File: src/rtl/ex_pkg.sv
// rtl/ex_pkg.sv - shared constants, mux encodings and FSM state type for the EX issue controller
package ex_pkg;

  localparam int REG_AW = 5;

  localparam logic [1:0] SEL_RF    = 2'b00;
  localparam logic [1:0] SEL_MEMWB = 2'b01;
  localparam logic [1:0] SEL_EXMEM = 2'b10;
  localparam logic [1:0] SEL_ZERO  = 2'b11;

  localparam logic [4:0] ALU_NOP = 5'd0;
  localparam logic [4:0] ALU_ADD = 5'd1;
  localparam logic [4:0] ALU_SUB = 5'd2;
  localparam logic [4:0] ALU_MUL = 5'd16;
  localparam logic [4:0] ALU_DIV = 5'd17;

  typedef enum logic [1:0] {
    RUN      = 2'd0,
    LU_STALL = 2'd1,
    MC_BUSY  = 2'd2
  } state_e;

endpackage

File: src/rtl/ex_issue_ctrl_if.sv
// rtl/ex_issue_ctrl_if.sv - decode/EX bundle; perf counters present under EX_ISSUE_CTRL_PERF_EN
interface ex_issue_ctrl_if
`ifdef EX_ISSUE_CTRL_PERF_EN
  #(parameter int PERF_W = 32)
`endif
  ;
  import ex_pkg::*;

  logic              id_valid_i;
  logic [REG_AW-1:0] id_rs1_i;
  logic [REG_AW-1:0] id_rs2_i;
  logic [REG_AW-1:0] id_rd_i;
  logic              id_we_i;
  logic              id_load_i;
  logic              id_use_imm_i;
  logic              id_mc_i;
  logic [4:0]        id_alu_op_i;
  logic              flush_i;
  logic              stall_o;
  logic              ex_valid_o;
  logic [4:0]        alu_op_o;
  logic [1:0]        mux1_o;
  logic [1:0]        mux2_o;
  logic              mux3_o;
  logic              mc_done_o;
`ifdef EX_ISSUE_CTRL_PERF_EN
  logic [PERF_W-1:0] perf_lu_stalls_o;
  logic [PERF_W-1:0] perf_mc_stalls_o;
`endif

  modport master (
    output id_valid_i, id_rs1_i, id_rs2_i, id_rd_i, id_we_i, id_load_i,
           id_use_imm_i, id_mc_i, id_alu_op_i, flush_i,
    input  stall_o, ex_valid_o, alu_op_o, mux1_o, mux2_o, mux3_o, mc_done_o
`ifdef EX_ISSUE_CTRL_PERF_EN
           , perf_lu_stalls_o, perf_mc_stalls_o
`endif
  );

  modport slave (
    input  id_valid_i, id_rs1_i, id_rs2_i, id_rd_i, id_we_i, id_load_i,
           id_use_imm_i, id_mc_i, id_alu_op_i, flush_i,
    output stall_o, ex_valid_o, alu_op_o, mux1_o, mux2_o, mux3_o, mc_done_o
`ifdef EX_ISSUE_CTRL_PERF_EN
           , perf_lu_stalls_o, perf_mc_stalls_o
`endif
  );

endinterface

File: src/rtl/ex_fwd_sel.sv
// rtl/ex_fwd_sel.sv - per-operand forwarding select; the younger EX-stage producer beats MEM
module ex_fwd_sel
  import ex_pkg::*;
(
  input  logic [REG_AW-1:0] rs_i,
  input  logic [REG_AW-1:0] ex_rd_i,
  input  logic              ex_we_i,
  input  logic [REG_AW-1:0] mem_rd_i,
  input  logic              mem_we_i,
  output logic [1:0]        sel_o
);

  always_comb begin
    sel_o = SEL_RF;
    if (rs_i != '0) begin
      if (ex_we_i && (rs_i == ex_rd_i)) begin
        sel_o = SEL_EXMEM;
      end else if (mem_we_i && (rs_i == mem_rd_i)) begin
        sel_o = SEL_MEMWB;
      end
    end
  end

endmodule

File: src/rtl/ex_issue_ctrl.sv
// rtl/ex_issue_ctrl.sv - ID->EX issue, forwarding selects, load-use stall and multi-cycle hold
// Optional stall counters are built when EX_ISSUE_CTRL_PERF_EN is defined.
module ex_issue_ctrl
  import ex_pkg::*;
#(
  parameter int MC_CYCLES = 4
`ifdef EX_ISSUE_CTRL_PERF_EN
  , parameter int PERF_W = 32
`endif
) (
  input logic            clk,
  input logic            rst,
  ex_issue_ctrl_if.slave bus
);

  localparam int CNT_W = $clog2(MC_CYCLES);

  state_e            state_q, state_d;
  logic [CNT_W-1:0]  cnt_q, cnt_d;
  logic              ex_valid_q, ex_valid_d;
  logic [4:0]        alu_op_q, alu_op_d;
  logic [1:0]        mux1_q, mux1_d, mux2_q, mux2_d;
  logic              mux3_q, mux3_d;
  logic              mc_done_q, mc_done_d;
  logic [REG_AW-1:0] ex_rd_q, ex_rd_d, mem_rd_q, mem_rd_d;
  logic              ex_we_q, ex_we_d, ex_load_q, ex_load_d, mem_we_q, mem_we_d;
  logic [1:0]        fwd1, fwd2;
  logic              issue_slot, lu_hazard, stall;

  ex_fwd_sel u_fwd1 (.rs_i(bus.id_rs1_i), .ex_rd_i(ex_rd_q), .ex_we_i(ex_we_q),
                     .mem_rd_i(mem_rd_q), .mem_we_i(mem_we_q), .sel_o(fwd1));
  ex_fwd_sel u_fwd2 (.rs_i(bus.id_rs2_i), .ex_rd_i(ex_rd_q), .ex_we_i(ex_we_q),
                     .mem_rd_i(mem_rd_q), .mem_we_i(mem_we_q), .sel_o(fwd2));

  // rs2 is not a real source when the immediate replaces operand 2
  assign lu_hazard = bus.id_valid_i && ex_load_q && (ex_rd_q != '0) &&
                     ((bus.id_rs1_i == ex_rd_q) ||
                      (!bus.id_use_imm_i && (bus.id_rs2_i == ex_rd_q)));

  // The MC_BUSY cycle with the counter at zero is the exit cycle and issues like RUN
  assign issue_slot = (state_q != MC_BUSY) || (cnt_q == '0);

  always_comb begin
    state_d    = state_q;
    cnt_d      = cnt_q;
    ex_valid_d = ex_valid_q;
    alu_op_d   = alu_op_q;
    mux1_d     = mux1_q;
    mux2_d     = mux2_q;
    mux3_d     = mux3_q;
    ex_rd_d    = ex_rd_q;
    ex_we_d    = ex_we_q;
    ex_load_d  = ex_load_q;
    mem_rd_d   = ex_rd_q;
    mem_we_d   = ex_we_q;
    stall      = 1'b0;
    if (!issue_slot) begin
      stall    = 1'b1;
      cnt_d    = cnt_q - CNT_W'(1);
      mem_rd_d = '0;
      mem_we_d = 1'b0;
    end else begin
      state_d    = RUN;
      ex_valid_d = 1'b0;
      alu_op_d   = ALU_NOP;
      mux1_d     = SEL_RF;
      mux2_d     = SEL_RF;
      mux3_d     = 1'b0;
      ex_rd_d    = '0;
      ex_we_d    = 1'b0;
      ex_load_d  = 1'b0;
      if (lu_hazard && !bus.flush_i) begin
        stall   = 1'b1;
        state_d = LU_STALL;
      end else if (bus.id_valid_i && !bus.flush_i) begin
        ex_valid_d = 1'b1;
        alu_op_d   = bus.id_alu_op_i;
        mux1_d     = fwd1;
        mux2_d     = fwd2;
        mux3_d     = bus.id_use_imm_i;
        ex_rd_d    = bus.id_rd_i;
        ex_we_d    = bus.id_we_i;
        ex_load_d  = bus.id_load_i;
        if (bus.id_mc_i) begin
          state_d = MC_BUSY;
          cnt_d   = CNT_W'(MC_CYCLES - 1);
        end
      end
    end
    mc_done_d = (state_d == MC_BUSY) && (cnt_d == CNT_W'(1));
  end

`ifdef EX_ISSUE_CTRL_PERF_EN
  logic [PERF_W-1:0] perf_lu_q, perf_lu_d, perf_mc_q, perf_mc_d;

  always_comb begin
    perf_lu_d = perf_lu_q;
    perf_mc_d = perf_mc_q;
    if (stall && (state_q != MC_BUSY) && (perf_lu_q != '1)) perf_lu_d = perf_lu_q + PERF_W'(1);
    if (stall && (state_q == MC_BUSY) && (perf_mc_q != '1)) perf_mc_d = perf_mc_q + PERF_W'(1);
  end

  assign bus.perf_lu_stalls_o = perf_lu_q;
  assign bus.perf_mc_stalls_o = perf_mc_q;
`endif

  always_ff @(posedge clk or posedge rst) begin
    if (rst) begin
      state_q    <= RUN;
      cnt_q      <= '0;
      ex_valid_q <= 1'b0;
      alu_op_q   <= ALU_NOP;
      mux1_q     <= SEL_RF;
      mux2_q     <= SEL_RF;
      mux3_q     <= 1'b0;
      mc_done_q  <= 1'b0;
      ex_rd_q    <= '0;
      ex_we_q    <= 1'b0;
      ex_load_q  <= 1'b0;
      mem_rd_q   <= '0;
      mem_we_q   <= 1'b0;
`ifdef EX_ISSUE_CTRL_PERF_EN
      perf_lu_q  <= '0;
      perf_mc_q  <= '0;
`endif
    end else begin
      state_q    <= state_d;
      cnt_q      <= cnt_d;
      ex_valid_q <= ex_valid_d;
      alu_op_q   <= alu_op_d;
      mux1_q     <= mux1_d;
      mux2_q     <= mux2_d;
      mux3_q     <= mux3_d;
      mc_done_q  <= mc_done_d;
      ex_rd_q    <= ex_rd_d;
      ex_we_q    <= ex_we_d;
      ex_load_q  <= ex_load_d;
      mem_rd_q   <= mem_rd_d;
      mem_we_q   <= mem_we_d;
`ifdef EX_ISSUE_CTRL_PERF_EN
      perf_lu_q  <= perf_lu_d;
      perf_mc_q  <= perf_mc_d;
`endif
    end
  end

  assign bus.stall_o    = stall;
  assign bus.ex_valid_o = ex_valid_q;
  assign bus.alu_op_o   = alu_op_q;
  assign bus.mux1_o     = mux1_q;
  assign bus.mux2_o     = mux2_q;
  assign bus.mux3_o     = mux3_q;
  assign bus.mc_done_o  = mc_done_q;

endmodule

File: src/flat_wrapper.sv
// flat-port wrapper written by rule: the top's interface ports become plain ports
module ex_issue_ctrl_flat import ex_pkg::*;
#(
  parameter int MC_CYCLES = 4

)
  (clk, rst, bus_id_valid_i, bus_id_rs1_i, bus_id_rs2_i, bus_id_rd_i, bus_id_we_i, bus_id_load_i, bus_id_use_imm_i, bus_id_mc_i, bus_id_alu_op_i, bus_flush_i, bus_stall_o, bus_ex_valid_o, bus_alu_op_o, bus_mux1_o, bus_mux2_o, bus_mux3_o, bus_mc_done_o);
  ex_issue_ctrl_if bus_i ();
  input logic clk;
  input logic rst;
  input wire logic [$bits(bus_i.id_valid_i)-1:0] bus_id_valid_i;
  input wire logic [$bits(bus_i.id_rs1_i)-1:0] bus_id_rs1_i;
  input wire logic [$bits(bus_i.id_rs2_i)-1:0] bus_id_rs2_i;
  input wire logic [$bits(bus_i.id_rd_i)-1:0] bus_id_rd_i;
  input wire logic [$bits(bus_i.id_we_i)-1:0] bus_id_we_i;
  input wire logic [$bits(bus_i.id_load_i)-1:0] bus_id_load_i;
  input wire logic [$bits(bus_i.id_use_imm_i)-1:0] bus_id_use_imm_i;
  input wire logic [$bits(bus_i.id_mc_i)-1:0] bus_id_mc_i;
  input wire logic [$bits(bus_i.id_alu_op_i)-1:0] bus_id_alu_op_i;
  input wire logic [$bits(bus_i.flush_i)-1:0] bus_flush_i;
  output wire logic [$bits(bus_i.stall_o)-1:0] bus_stall_o;
  output wire logic [$bits(bus_i.ex_valid_o)-1:0] bus_ex_valid_o;
  output wire logic [$bits(bus_i.alu_op_o)-1:0] bus_alu_op_o;
  output wire logic [$bits(bus_i.mux1_o)-1:0] bus_mux1_o;
  output wire logic [$bits(bus_i.mux2_o)-1:0] bus_mux2_o;
  output wire logic [$bits(bus_i.mux3_o)-1:0] bus_mux3_o;
  output wire logic [$bits(bus_i.mc_done_o)-1:0] bus_mc_done_o;
  assign bus_i.id_valid_i = bus_id_valid_i;
  assign bus_i.id_rs1_i = bus_id_rs1_i;
  assign bus_i.id_rs2_i = bus_id_rs2_i;
  assign bus_i.id_rd_i = bus_id_rd_i;
  assign bus_i.id_we_i = bus_id_we_i;
  assign bus_i.id_load_i = bus_id_load_i;
  assign bus_i.id_use_imm_i = bus_id_use_imm_i;
  assign bus_i.id_mc_i = bus_id_mc_i;
  assign bus_i.id_alu_op_i = bus_id_alu_op_i;
  assign bus_i.flush_i = bus_flush_i;
  assign bus_stall_o = bus_i.stall_o;
  assign bus_ex_valid_o = bus_i.ex_valid_o;
  assign bus_alu_op_o = bus_i.alu_op_o;
  assign bus_mux1_o = bus_i.mux1_o;
  assign bus_mux2_o = bus_i.mux2_o;
  assign bus_mux3_o = bus_i.mux3_o;
  assign bus_mc_done_o = bus_i.mc_done_o;
  ex_issue_ctrl #(.MC_CYCLES(MC_CYCLES)) u_core (.clk(clk), .rst(rst), .bus(bus_i));
endmodule
File: config.mk
export PLATFORM = sky130hd
export DESIGN_NAME = ex_issue_ctrl_flat
export DESIGN_NICKNAME = d
export VERILOG_FILES = /design/src/rtl/ex_pkg.sv /design/src/rtl/ex_issue_ctrl_if.sv /design/src/rtl/ex_fwd_sel.sv /design/src/rtl/ex_issue_ctrl.sv /design/src/flat_wrapper.sv
export SDC_FILE = /design/constraint.sdc
export NUM_CORES = 1
export LEC_CHECK = 0
export CAP_MARGIN = 10
export CELL_PAD_IN_SITES_DETAIL_PLACEMENT = 1
export CELL_PAD_IN_SITES_GLOBAL_PLACEMENT = 2
export CORE_ASPECT_RATIO = 1.5
export CORE_MARGIN = 2
export CORE_UTILIZATION = 29
export CTS_CLUSTER_DIAMETER = 30
export DETAILED_ROUTE_END_ITERATION = 8
export PLACE_DENSITY_LB_ADDON = 0.3
export SKIP_CTS_REPAIR_TIMING = 1
export SLEW_MARGIN = 20
export SYNTH_ARGS = -nofsm -noshare
export SYNTH_HDL_FRONTEND = slang
export SYNTH_HIERARCHICAL = 1
export SYNTH_SLANG_ARGS = --single-unit
File: constraint.sdc
create_clock -name clk -period 2.2 [get_ports clk]
set_clock_uncertainty 0.2 [all_clocks]
set_input_delay 0.44 -clock clk [delete_from_list [all_inputs] [get_ports clk]]
set_output_delay 0.44 -clock clk [all_outputs]
set_load 0.005 [all_outputs]
# ---- After elaboration in Yosys (flattened, before gate mapping)
# Cells that the tools add are included.
# Widths: inputs -> output; s select.
dict set report totals {
  register_bits 29
  input_bits 28
  output_inout_bits 13
}
dict set report classes {
  n_addsub 1
  eq_ne 7
  muxes 34
  reduce_logical 19
}
# cell n
set op_table {}
lappend op_table {{$mux 2} 16}
lappend op_table {{$mux 5} 5}
lappend op_table {{$eq 5x5->1} 4}
lappend op_table {{$reduce_bool 5->1} 3}
lappend op_table {{$mux 1} 13}
lappend op_table {{$logic_and 1x1->1} 11}
lappend op_table {{$eq 2x1->1 const B} 1}
lappend op_table {{$eq 2x2->1 const B} 1}
lappend op_table {{$logic_not 1->1} 2}
lappend op_table {{$logic_not 2->1} 1}
lappend op_table {{$logic_or 1x1->1} 2}
lappend op_table {{$ne 2x2->1 const B} 1}
lappend op_table {{$sub 2x1->2 const B} 1}

# ---- Longest topological paths before layout
# Gate-level depths: netlist of run 1.
dict set report depth {
  word_depth 9
  depth_mapped 8
  mapped_depth_nobuf 7
}

# ---- Modules after synthesis
# Netlist of run 1, hierarchy kept.
# mod n_inst cells_per_inst area_each_um2 seq_area_each_um2
set by_module_without_submodules {}
lappend by_module_without_submodules {ex_issue_ctrl 1 131 1326.3 725.7}
lappend by_module_without_submodules {ex_fwd_sel 2 18 132.6 0.0}

# ---- Least setup slack after synthesis of run 1
# OpenSTA, ideal clock, no wires.
dict set report synth_path {
  path_kind {flip-flop to output port}
  startpoint {register u_core.ex_rd_q[1]}
  endpoint {output bus_stall_o}
  arrival_ns 1.541
  required_time_ns 1.560
  path_slack_ns 0.019
  path_stages_with_launch 6
  cell_sequence {dfrtp_1 -> xnor2_1 -> nand4_1 -> o32a_1 -> or2_4 -> o21ai_0}
}
dict set report synth_via {
  elab_chain_len 7
  word_cells_on_any_way 10
  classes_between {eq/ne: 2; mux: 2; reduce/logical: 6}
}
# item line
set synth_rtl {}
lappend synth_rtl {{from (decl)} ex_issue_ctrl.sv:25} ;# logic [REG_AW-1:0] ex_rd_q, ex_rd_d, mem_rd_q, mem_rd_d;
lappend synth_rtl {{from (signal assigned)} ex_issue_ctrl.sv:135} ;# ex_rd_q <= ex_rd_d;
lappend synth_rtl {{$eq 5x5->1} ex_issue_ctrl.sv:38} ;# (!bus.id_use_imm_i && (bus.id_rs2_i == ex_rd_q)));
lappend synth_rtl {{$logic_and 1x1->1} ex_issue_ctrl.sv:38}
lappend synth_rtl {{$logic_or 1x1->1} ex_issue_ctrl.sv:37} ;# ((bus.id_rs1_i == ex_rd_q) ||
lappend synth_rtl {{$logic_and 1x1->1 (*)} ex_issue_ctrl.sv:36} ;# assign lu_hazard = bus.id_valid_i && ex_load_q && (ex_rd_q != '0) &&
lappend synth_rtl {{$logic_and 1x1->1 (*)} ex_issue_ctrl.sv:72} ;# if (lu_hazard && !bus.flush_i) begin
lappend synth_rtl {{$mux 1 (*)} ex_issue_ctrl.sv:72}
lappend synth_rtl {{$mux 1 (*)} ex_issue_ctrl.sv:57} ;# if (!issue_slot) begin
lappend synth_rtl {{to (decl)} flat_wrapper.sv:21} ;# output wire logic [$bits(bus_i.stall_o)-1:0] bus_stall_o;
# Mark *: on every way between the ends. The rest lies on a longest branch, timed or not.

# ---- Worst setup path after layout of run 1
dict set report layout_path {
  startpoint {register u_core.ex_rd_q[4]}
  endpoint {output bus_stall_o}
}
# The elaborated chain is that of the path after synthesis.

==> results.rst, run 1 <==
.. list-table::
   :header-rows: 1

   * - Metric
     - Value
   * - Maximum net fanout on the critical path
     - 5
   * - Synthesized instance count
     - 167
   * - Met2 track demand over resource in global routing
     - 0.345
   * - Met3 track demand over resource in global routing
     - 0.0322
   * - Drt via density
     - 4.72
   * - Share of flip-flops with an asynchronous set or reset
     - 1.00
   * - Core occupancy in the finished layout
     - 0.459
   * - Antenna violations before repair
     - 0
   * - Path category of the worst min-delay check
     - flip-flop to flip-flop
   * - Slew at the pin closest to its max-slew limit
     - 389 ps
   * - Port bufs
     - 40
   * - Placeable core region
     - 5370 um2
   * - Worst-skew pair later-pin latency
     - 280 ps
   * - Final weighted congestion of routability-driven global placement
     - 0.849
   * - DRT antenna net count
     - 0
   * - Worst Path Arrival
     - 1860 ps
   * - Number of remaining DRC errors
     - 0
   * - Number of diodes
     - 0
   * - Setup violations, final
     - 1
   * - Number of buffers on the longest clock path
     - 2
   * - Run status
     - finished with violations
   * - Worst Path Required
     - 1560 ps
   * - TritonCTS buffer count
     - 5
   * - Top delay family on crit path
     - simple AND/OR/NAND/NOR gates
   * - Post-Syn Area per Cell
     - 9.53 um2
   * - Pleak
     - 1.16 nW
   * - Synth top cells by count
     - sky130_fd_sc_hd__nand2_1, sky130_fd_sc_hd__dfrtp_1, sky130_fd_sc_hd__xnor2_1
   * - Count of nets after finishing
     - 270
   * - Layout filler cell count
     - 625
   * - Syn-to-layout area delta
     - 54.6%
   * - Initial core utilization
     - 0.297
   * - Top cell by count, worst path
     - sky130_fd_sc_hd__o21ai_2
   * - Die height
     - 94.7 um
   * - Die footprint
     - 6110 um2
   * - Number of synthesized register bits
     - 29
   * - Detailed placer's ending HPWL
     - 3870 um
   * - Number of enable flip-flop cells after synthesis
     - 0
   * - Unrepaired setup endpoints after global routing
     - yes
   * - Clk pin slew, worst setup/hold paths
     - 70 ps
   * - Clk pwr share
     - 0.203
   * - Global-route wire length before repair
     - 8090 um
   * - Period utilization
     - 1.13
   * - Int Power
     - 1.35 mW
   * - Layer with the highest usage after global routing
     - met2
   * - Global-route usage over all layers
     - 0.178
   * - Clock tree from TritonCTS
     - yes
   * - Achievable Freq
     - 401 MHz
   * - Number of violations of the max-capacitance limit
     - 0
   * - Share of layout cells above drive strength 1
     - 0.252
   * - Syn nets
     - 196
   * - Mean routed wirelength per cell
     - 15.9 um
   * - Max VDD drop
     - 445 uV
   * - Vias
     - 1,474
   * - Mapped cell area
     - 1590 um2
   * - Buffers and inverters on the worst path
     - 3
   * - Maximum number of pins on one net before global-route repair
     - 30
   * - Post-synth top area share
     - 0.456
   * - Top-level I/O count
     - 41
   * - Combinational share of power
     - 0.451
   * - Length of the first detailed-routing pass in iterations
     - 4
   * - Net switching share of the total power
     - 0.365
   * - Leftover overflow at the end of global routing
     - 0
   * - Worst-case setup slack after placement
     - -1010 ps
   * - Max Slew Vio Count
     - 0
   * - Portion of the post-synthesis area used by sequential elements
     - 0.456
   * - Net Sw Power
     - 0.774 mW
   * - Synth Flop Type
     - sky130_fd_sc_hd__dfrtp_1
   * - CP Cell Sequence
     - buf_4 > buf_6 > or4_4 > o21ai_2 > or2_4 > o21ai_2 > buf_2
   * - Root buffer cell
     - sky130_fd_sc_hd__clkbuf_8
   * - Post-synth cell types
     - 26
   * - Setup crit end kind
     - output port
   * - TritonCTS Sinks
     - 29
   * - Largest area contributor in the synthesized netlist
     - sky130_fd_sc_hd__dfrtp_1
   * - Power per standard cell area
     - 862 nW/um2
   * - Failing checks
     - setup timing
   * - Max_slew headroom
     - 0.737
   * - Die width
     - 64.5 um
   * - Leading post-synthesis cells by cell area
     - sky130_fd_sc_hd__dfrtp_1, sky130_fd_sc_hd__xnor2_1, sky130_fd_sc_hd__nand2_1, sky130_fd_sc_hd__o21ai_2, sky130_fd_sc_hd__xor2_1
   * - Yosys warns
     - 6
   * - Max H-tree Level
     - 2
   * - Final-report hold violation count
     - 0
   * - Crit-path slowest cell
     - sky130_fd_sc_hd__or4_4
   * - Grt met1 use
     - 0.180
   * - Final min period
     - 2500 ps
   * - Cell with the most instances after synthesis
     - sky130_fd_sc_hd__nand2_1
   * - Vias in the first global route
     - 1,667
   * - Final wirelength
     - 4960 um
   * - Tightest hold margin
     - 280 ps
   * - Std cell rows
     - 33
   * - Sum of negative setup slack
     - -295 ps
   * - Iter 0 DRT Violations
     - 26
   * - Register share of total power
     - 0.347
   * - Slowest Stage Delay on Critical Path
     - 420 ps
   * - Type of the worst setup path
     - flip-flop to output port
   * - Setup WS post-layout
     - -295 ps
   * - Critical Path Source Type
     - flip-flop
[power by group through the flow]
stage	combinational [mW]	sequential, mW	clock (mW)
final	0.956	0.735	0.430
after global routing	1.06	0.748	0.462
after CTS	0.927	0.735	0.443
after detailed placement	0.920	0.745	0
after global placement	0.880	0.740	0
after floorplan	0.489	0.745	0
[routing by layer]
| layer | share of wire | up-vias | routed length [um] |
|---|---|---|---|
| met5 | 0 | - | 0 |
| li1 | - | 702 | - |
| met3 | 0.033 | 10 | 165 |
| met2 | 0.58 | 31 | 2850 |
| met4 | 0.027 | 0 | 136 |
| met1 | 0.36 | 731 | 1810 |
[through the flow]
| stage | instance area [um2] | power, mW | cells |
|---|---|---|---|
| floorplan | 1590 | 1.23 | 167 |
| CTS | 2360 | 2.11 | 308 |
| global route | 2460 | 2.27 | 312 |
| finish | 2460 | 2.12 | 312 |
| detailed placement | 2280 | 1.67 | 300 |
| global placement | 2280 | 1.62 | 300 |
[placed cells by master, fill, tap and decap left out, types with 3 or more instances in the layout]
cell type and count:
sky130_fd_sc_hd__nand2_1 40, sky130_fd_sc_hd__clkdlybuf4s50_1 29, sky130_fd_sc_hd__dfrtp_1 29, sky130_fd_sc_hd__buf_4 28
sky130_fd_sc_hd__xnor2_1 20, sky130_fd_sc_hd__o21ai_2 12, sky130_fd_sc_hd__dlymetal6s2s_1 10, sky130_fd_sc_hd__xor2_1 9
sky130_fd_sc_hd__o21ai_1 7, sky130_fd_sc_hd__and2_1 6, sky130_fd_sc_hd__clkbuf_8 5, sky130_fd_sc_hd__nor2_1 5
sky130_fd_sc_hd__inv_1 4, sky130_fd_sc_hd__buf_6 4, sky130_fd_sc_hd__nand4_1 3, sky130_fd_sc_hd__nand3_1 3
[worst register-to-register path, stage by stage, from the launching register on]
cell	delay, ps
sky130_fd_sc_hd__dfrtp_1	410
sky130_fd_sc_hd__buf_4	160
sky130_fd_sc_hd__buf_6	120
sky130_fd_sc_hd__or4_4	420
sky130_fd_sc_hd__o21ai_2	160
sky130_fd_sc_hd__buf_4	120
sky130_fd_sc_hd__buf_4	100
sky130_fd_sc_hd__o21ai_4	80
sky130_fd_sc_hd__buf_12	170
sky130_fd_sc_hd__o21ai_2	140
[worst paths after layout]
| path | startpoint | to | slack, ps | depth (start not counted) |
|---|---|---|---|---|
| max | u_core/ex_rd_q[4] | bus_stall_o | -300 | 7 |
| min | u_core/bus.alu_op_o[2] | u_core/bus.alu_op_o[2] | 280 | 2 |
| max reg2reg | u_core/ex_rd_q[4] | u_core/ex_rd_q[2] | 50 | 9 |
| min reg2reg | u_core/bus.alu_op_o[2] | u_core/bus.alu_op_o[2] | 280 | 2 |
| max in group asynchronous | rst | u_core/mem_rd_q[3] | 1190 | 3 |
| min in group asynchronous | rst | u_core/bus.ex_valid_o | 330 | 3 |
[kinds of logic (layout without fill, tap and decap cells)]
logic type / after synthesis / count (layout) / synth area share
AO/OA/AOI/OAI: 26 / 26 / 0.124
XOR/XNOR: 31 / 31 / 0.171
buffers and inverters: 10 / 85 / 0.0283
AND/OR/NAND/NOR: 70 / 70 / 0.213
flip-flops: 29 / 29 / 0.456
adder cells (fa/ha/maj): 1 / 1 / 0.00786
[sequential cells by signal, summed over array words and instances, names as in the netlist]
signal / count
u_core/bus.alu_op_o: 5
u_core/ex_rd_q: 5
u_core/mem_rd_q: 5
u_core/bus.mux1_o: 2
u_core/bus.mux2_o: 2
u_core/cnt_q: 2
u_core/state_q: 2
u_core/bus.ex_valid_o: 1
u_core/bus.mc_done_o: 1
u_core/bus.mux3_o: 1
u_core/ex_load_q: 1
u_core/ex_we_q: 1
u_core/mem_we_q: 1
[final cells by class]
| cell class | count | area, um2 | share of cell area |
|---|---|---|---|
| Clock inverter | 2 | 10.0 | 0.00407 |
| Multi-Input combinational cell | 128 | 855 | 0.347 |
| Sequential cell | 29 | 726 | 0.295 |
| Timing Repair Buffer | 73 | 696 | 0.283 |
| Clock buffer | 6 | 72.6 | 0.0295 |
| Tap cell | 70 | 87.6 | 0.0356 |
| Inverter | 4 | 15.0 | 0.00610 |
No activity file was read; power rests on OpenSTA's default activity.
==> run 2: changes to the inputs <==
--- a/config.mk
+++ b/config.mk
@@ -5,12 +5,13 @@
 export SDC_FILE = /design/constraint.sdc
 export NUM_CORES = 1
 export LEC_CHECK = 0
+export ABC_AREA = 1
 export CAP_MARGIN = 10
 export CELL_PAD_IN_SITES_DETAIL_PLACEMENT = 1
 export CELL_PAD_IN_SITES_GLOBAL_PLACEMENT = 2
 export CORE_ASPECT_RATIO = 1.5
 export CORE_MARGIN = 2
-export CORE_UTILIZATION = 29
+export CORE_UTILIZATION = 26
 export CTS_CLUSTER_DIAMETER = 30
 export DETAILED_ROUTE_END_ITERATION = 8
 export PLACE_DENSITY_LB_ADDON = 0.3
==> run 2 against run 1 <==
Effect of this change: the run now ends clean; critical endpoint unchanged; maximum frequency is 19% higher; routed wire length is 16% higher; worst hold slack worse by 46 ps; clock-buffer cell count is 1 higher; largest power group unchanged; power is 2.5% lower; combinational power is 7.1% lower.
==> results.rst, run 2 <==
.. list-table::
   :header-rows: 1

   * - Metric
     - Value
   * - Compound-gate portion of the synthesized area
     - 0.0212 (-0.103)
   * - Met3 track demand over resource in global routing
     - 0.0205 (-0.0117)
   * - Post-layout total power
     - 2.07 mW (-2.5%)
   * - Achievable Freq
     - 475 MHz (+19%)
   * - Synthesized instance count
     - 299 (+79%)
   * - Clk pin slew, worst setup/hold paths
     - 60 ps (about the same)
   * - Die height
     - 108 um (+14%)
   * - Placed inst area
     - 2530 um2 (+11%)
   * - Run status
     - finished, final reports clean
   * - Root buffer cell
     - sky130_fd_sc_hd__clkbuf_8
   * - Vias in the first global route
     - 2,163 (+30%)
   * - Slowest Stage Delay on Critical Path
     - 450 ps (+30 ps)
   * - Commonest non-fill, non-tap cell in the layout
     - sky130_fd_sc_hd__nand2_1
   * - Std cell rows
     - 38 (+15%)
   * - Leading post-synthesis cells by cell area
     - sky130_fd_sc_hd__dfrtp_1, sky130_fd_sc_hd__nand2_1, sky130_fd_sc_hd__inv_1, sky130_fd_sc_hd__nand4_1, sky130_fd_sc_hd__nor2_1
   * - Vias
     - 2,007 (+36%)
   * - TritonCTS buffer count
     - 5 (unchanged)
   * - Setup violations, final
     - 0 (-1)
   * - Mean routed wirelength per cell
     - 12.9 um (-19%)
   * - Leftover overflow at the end of global routing
     - 0 (unchanged)
   * - Number of remaining DRC errors
     - 0 (unchanged)
   * - Type of the worst setup path
     - input pin to output port
   * - Mapped cell area
     - 1890 um2 (+19%)
   * - Die footprint
     - 7970 um2 (+30%)
   * - Pleak
     - 1.57 nW (+36%)
   * - Mux cell area share after synthesis
     - 0 (unchanged)
   * - Final min period
     - 2100 ps (-390 ps)
   * - Placeable core region
     - 7130 um2 (+33%)
   * - Final weighted congestion of routability-driven global placement
     - 0.726 (-14%)
   * - Worst Path Required
     - 1560 ps (about the same)
   * - Synth Flop Type
     - sky130_fd_sc_hd__dfrtp_1
   * - TritonCTS Sinks
     - 29 (unchanged)
   * - Main combinational cell family by area after synthesis
     - simple AND/OR/NAND/NOR gates
   * - Max_slew headroom
     - 0.744 (+0.00745)
   * - Syn nets
     - 328 (+67%)
   * - Worst-skew pair later-pin latency
     - 270 ps (about the same)
   * - Post-synth cell types
     - 21 (-19%)
   * - Period utilization
     - 0.957 (-0.177)
   * - Detailed placer's ending HPWL
     - 4420 um (+14%)
   * - Initial core utilization
     - 0.265 (-0.0319)
   * - Most used cells in the layout excluding fill and tap cells
     - sky130_fd_sc_hd__nand2_1, sky130_fd_sc_hd__inv_1, sky130_fd_sc_hd__clkdlybuf4s50_1, sky130_fd_sc_hd__buf_4, sky130_fd_sc_hd__dfrtp_1
   * - Largest area contributor in the synthesized netlist
     - sky130_fd_sc_hd__dfrtp_1
   * - Max H-tree Level
     - 2 (unchanged)
   * - Layer with the highest usage after global routing
     - met2
   * - Number of diodes
     - 0 (unchanged)
   * - Path category of the worst min-delay check
     - flip-flop to flip-flop
   * - Number of violations of the max-capacitance limit
     - 0 (unchanged)
   * - Global-route usage over all layers
     - 0.156 (-0.0224)
   * - Iter 0 DRT Violations
     - 42 (+62%)
   * - Xor-xnor portion of the synthesized cell area
     - 0.00464 (-0.166)
   * - Core occupancy in the finished layout
     - 0.376 (-0.0825)
   * - Length of the first detailed-routing pass in iterations
     - 4 (unchanged)
   * - Top delay family on crit path
     - buffers and inverters
   * - Adder and majority cell fraction of the synthesized area
     - 0.00663 (-0.00123)
   * - Maximum number of pins on one net before global-route repair
     - 30 (unchanged)
   * - Maximum net fanout on the critical path
     - 2 (-3)
   * - Antenna violations before repair
     - 0 (unchanged)
   * - Number of enable flip-flop cells after synthesis
     - 0 (unchanged)
   * - Post-Syn Area per Cell
     - 6.31 um2 (-34%)
   * - Post-route cell area
     - 2680 um2 (+8.9%)
   * - Drt via density
     - 4.50 (-4.7%)
   * - Share of flip-flops with an asynchronous set or reset
     - 1.00 (unchanged)
   * - Count of nets after finishing
     - 395 (+46%)
   * - Final-report hold violation count
     - 0 (unchanged)
   * - Met2 track demand over resource in global routing
     - 0.293 (-0.0521)
   * - Crit-path slowest cell
     - sky130_fd_sc_hd__clkdlybuf4s50_1
   * - Number of synthesized register bits
     - 29 (unchanged)
   * - Final wirelength
     - 5740 um (+16%)
   * - Syn-to-layout area delta
     - 42.1%
   * - Max VDD drop
     - 509 uV (+14%)
   * - Slew at the pin closest to its max-slew limit
     - 384 ps (-5.69 ps)
   * - Port bufs
     - 40 (unchanged)
   * - Synth top cells by count
     - sky130_fd_sc_hd__nand2_1, sky130_fd_sc_hd__inv_1, sky130_fd_sc_hd__dfrtp_1
   * - Top cell by count, worst path
     - sky130_fd_sc_hd__inv_1
   * - Top-level I/O count
     - 41 (unchanged)
   * - Power per standard cell area
     - 771 nW/um2 (-11%)
   * - Setup crit end kind
     - output port
   * - Critical Path Source Type
     - input pin
   * - Simple-gate area share of the yosys netlist
     - 0.439 (+0.226)
   * - Clock tree from TritonCTS
     - yes
   * - Portion of the post-synthesis area used by sequential elements
     - 0.385 (-0.0714)
   * - Global-route wire length before repair
     - 9740 um (+20%)
   * - Post-synth top area share
     - 0.385 (-0.0714)
   * - Buffers and inverters on the worst path
     - 4 (+1)
   * - Die width
     - 73.6 um (+14%)
   * - Number of buffers on the longest clock path
     - 2 (unchanged)
   * - Worst Path Arrival
     - 1460 ps (-400 ps)
   * - Cell with the most instances after synthesis
     - sky130_fd_sc_hd__nand2_1
   * - Yosys warns
     - 6 (unchanged)
   * - Max Slew Vio Count
     - 0 (unchanged)
   * - Layout filler cell count
     - 933 (+49%)
   * - CP Cell Sequence
     - clkdlybuf4s50_1 > inv_1 > nor2_2 > nand3_1 > inv_1 > nand2_2 > nand2_1 > buf_2
   * - Share of layout cells above drive strength 1
     - 0.180 (-0.0717)
   * - Grt met1 use
     - 0.179 (-0.00156)
   * - DRT antenna net count
     - 0 (unchanged)
-- run 2: cell count changes in the layout (fill, tap and decap cells not counted), sizes merged, moves of 3 or more --
cell   delta
nor3      +3
nand3     +8
nand4    +17
buf       -5
and2      -7
nand2    +96
or4       -3
xor2      -9
nor2     +19
o21ai    -22
inv      +55
xnor2    -21
-- run 2: worst register-to-register path, cell delays in order, from the launching register on --
cell and delay (ps):
sky130_fd_sc_hd__dfrtp_1 460, sky130_fd_sc_hd__inv_1 90, sky130_fd_sc_hd__nand2_1 70, sky130_fd_sc_hd__nand2_1 50
sky130_fd_sc_hd__nor2_1 90, sky130_fd_sc_hd__nand3_1 90, sky130_fd_sc_hd__nand2_2 90, sky130_fd_sc_hd__nand2_2 60
sky130_fd_sc_hd__buf_4 200, sky130_fd_sc_hd__nand2_2 80, sky130_fd_sc_hd__nand2_1 40, sky130_fd_sc_hd__nand2_1 50
sky130_fd_sc_hd__nand2_1 50
-- run 2: final timing paths --
kind                                     endpoint               from  cells after the start  slack, ps
min in group asynchronous  u_core/bus.alu_op_o[1]                rst                      3        340
max reg2reg                       u_core/cnt_q[1]  u_core/ex_rd_q[2]                     12        470
max                                   bus_stall_o     bus_id_valid_i                      8        100
min reg2reg                  u_core/bus.mc_done_o    u_core/cnt_q[0]                      1        230
max in group asynchronous       u_core/ex_rd_q[1]                rst                      3       1160
min                          u_core/bus.mc_done_o    u_core/cnt_q[0]                      1        230
-- run 2: layout make-up --
type,count,area [um2],area share
multi-input cells,202,907,0.338
clock buffers,7,86.3,0.0322
repair buffers,69,638,0.238
inverters,59,221,0.0826
flip-flops and latches,29,728,0.272
well taps,80,100,0.0373
-- run 2: power by group --
group	internal (mW)	switching [mW]	leakage, nW
clock	0.248	0.188	0.0443
sequential	0.648	0.0951	0.386
combinational	0.376	0.511	1.14
-- run 2: cell families after synthesis --
kind of cell | Yosys count
adders and majority gates | 1
buffers and inverters | 68
AOI/OAI and AO/OA | 5
xor gates and xnor gates | 1
and+or+nand+nor | 195
DFF | 29
-- run 2: metrics by stage --
step / worst slack, ps / std cells / hold WS [ps] / setup TNS [ps]
detailed placement: -548 / 435 / 236 / -615
floorplan: 427 / 299 / 210 / 0
global placement: -543 / 435 / 228 / -575
global route: -5.31 / 446 / 251 / -5.31
CTS: -560 / 442 / 241 / -560
finish: 95.4 / 446 / 235 / 0
-- run 2: routing by layer --
metal  up-vias  part of all wire
li1       1029                 -
met5         -                 0
met4         0            0.0085
met1       946              0.41
met3         4             0.029
met2        28              0.55
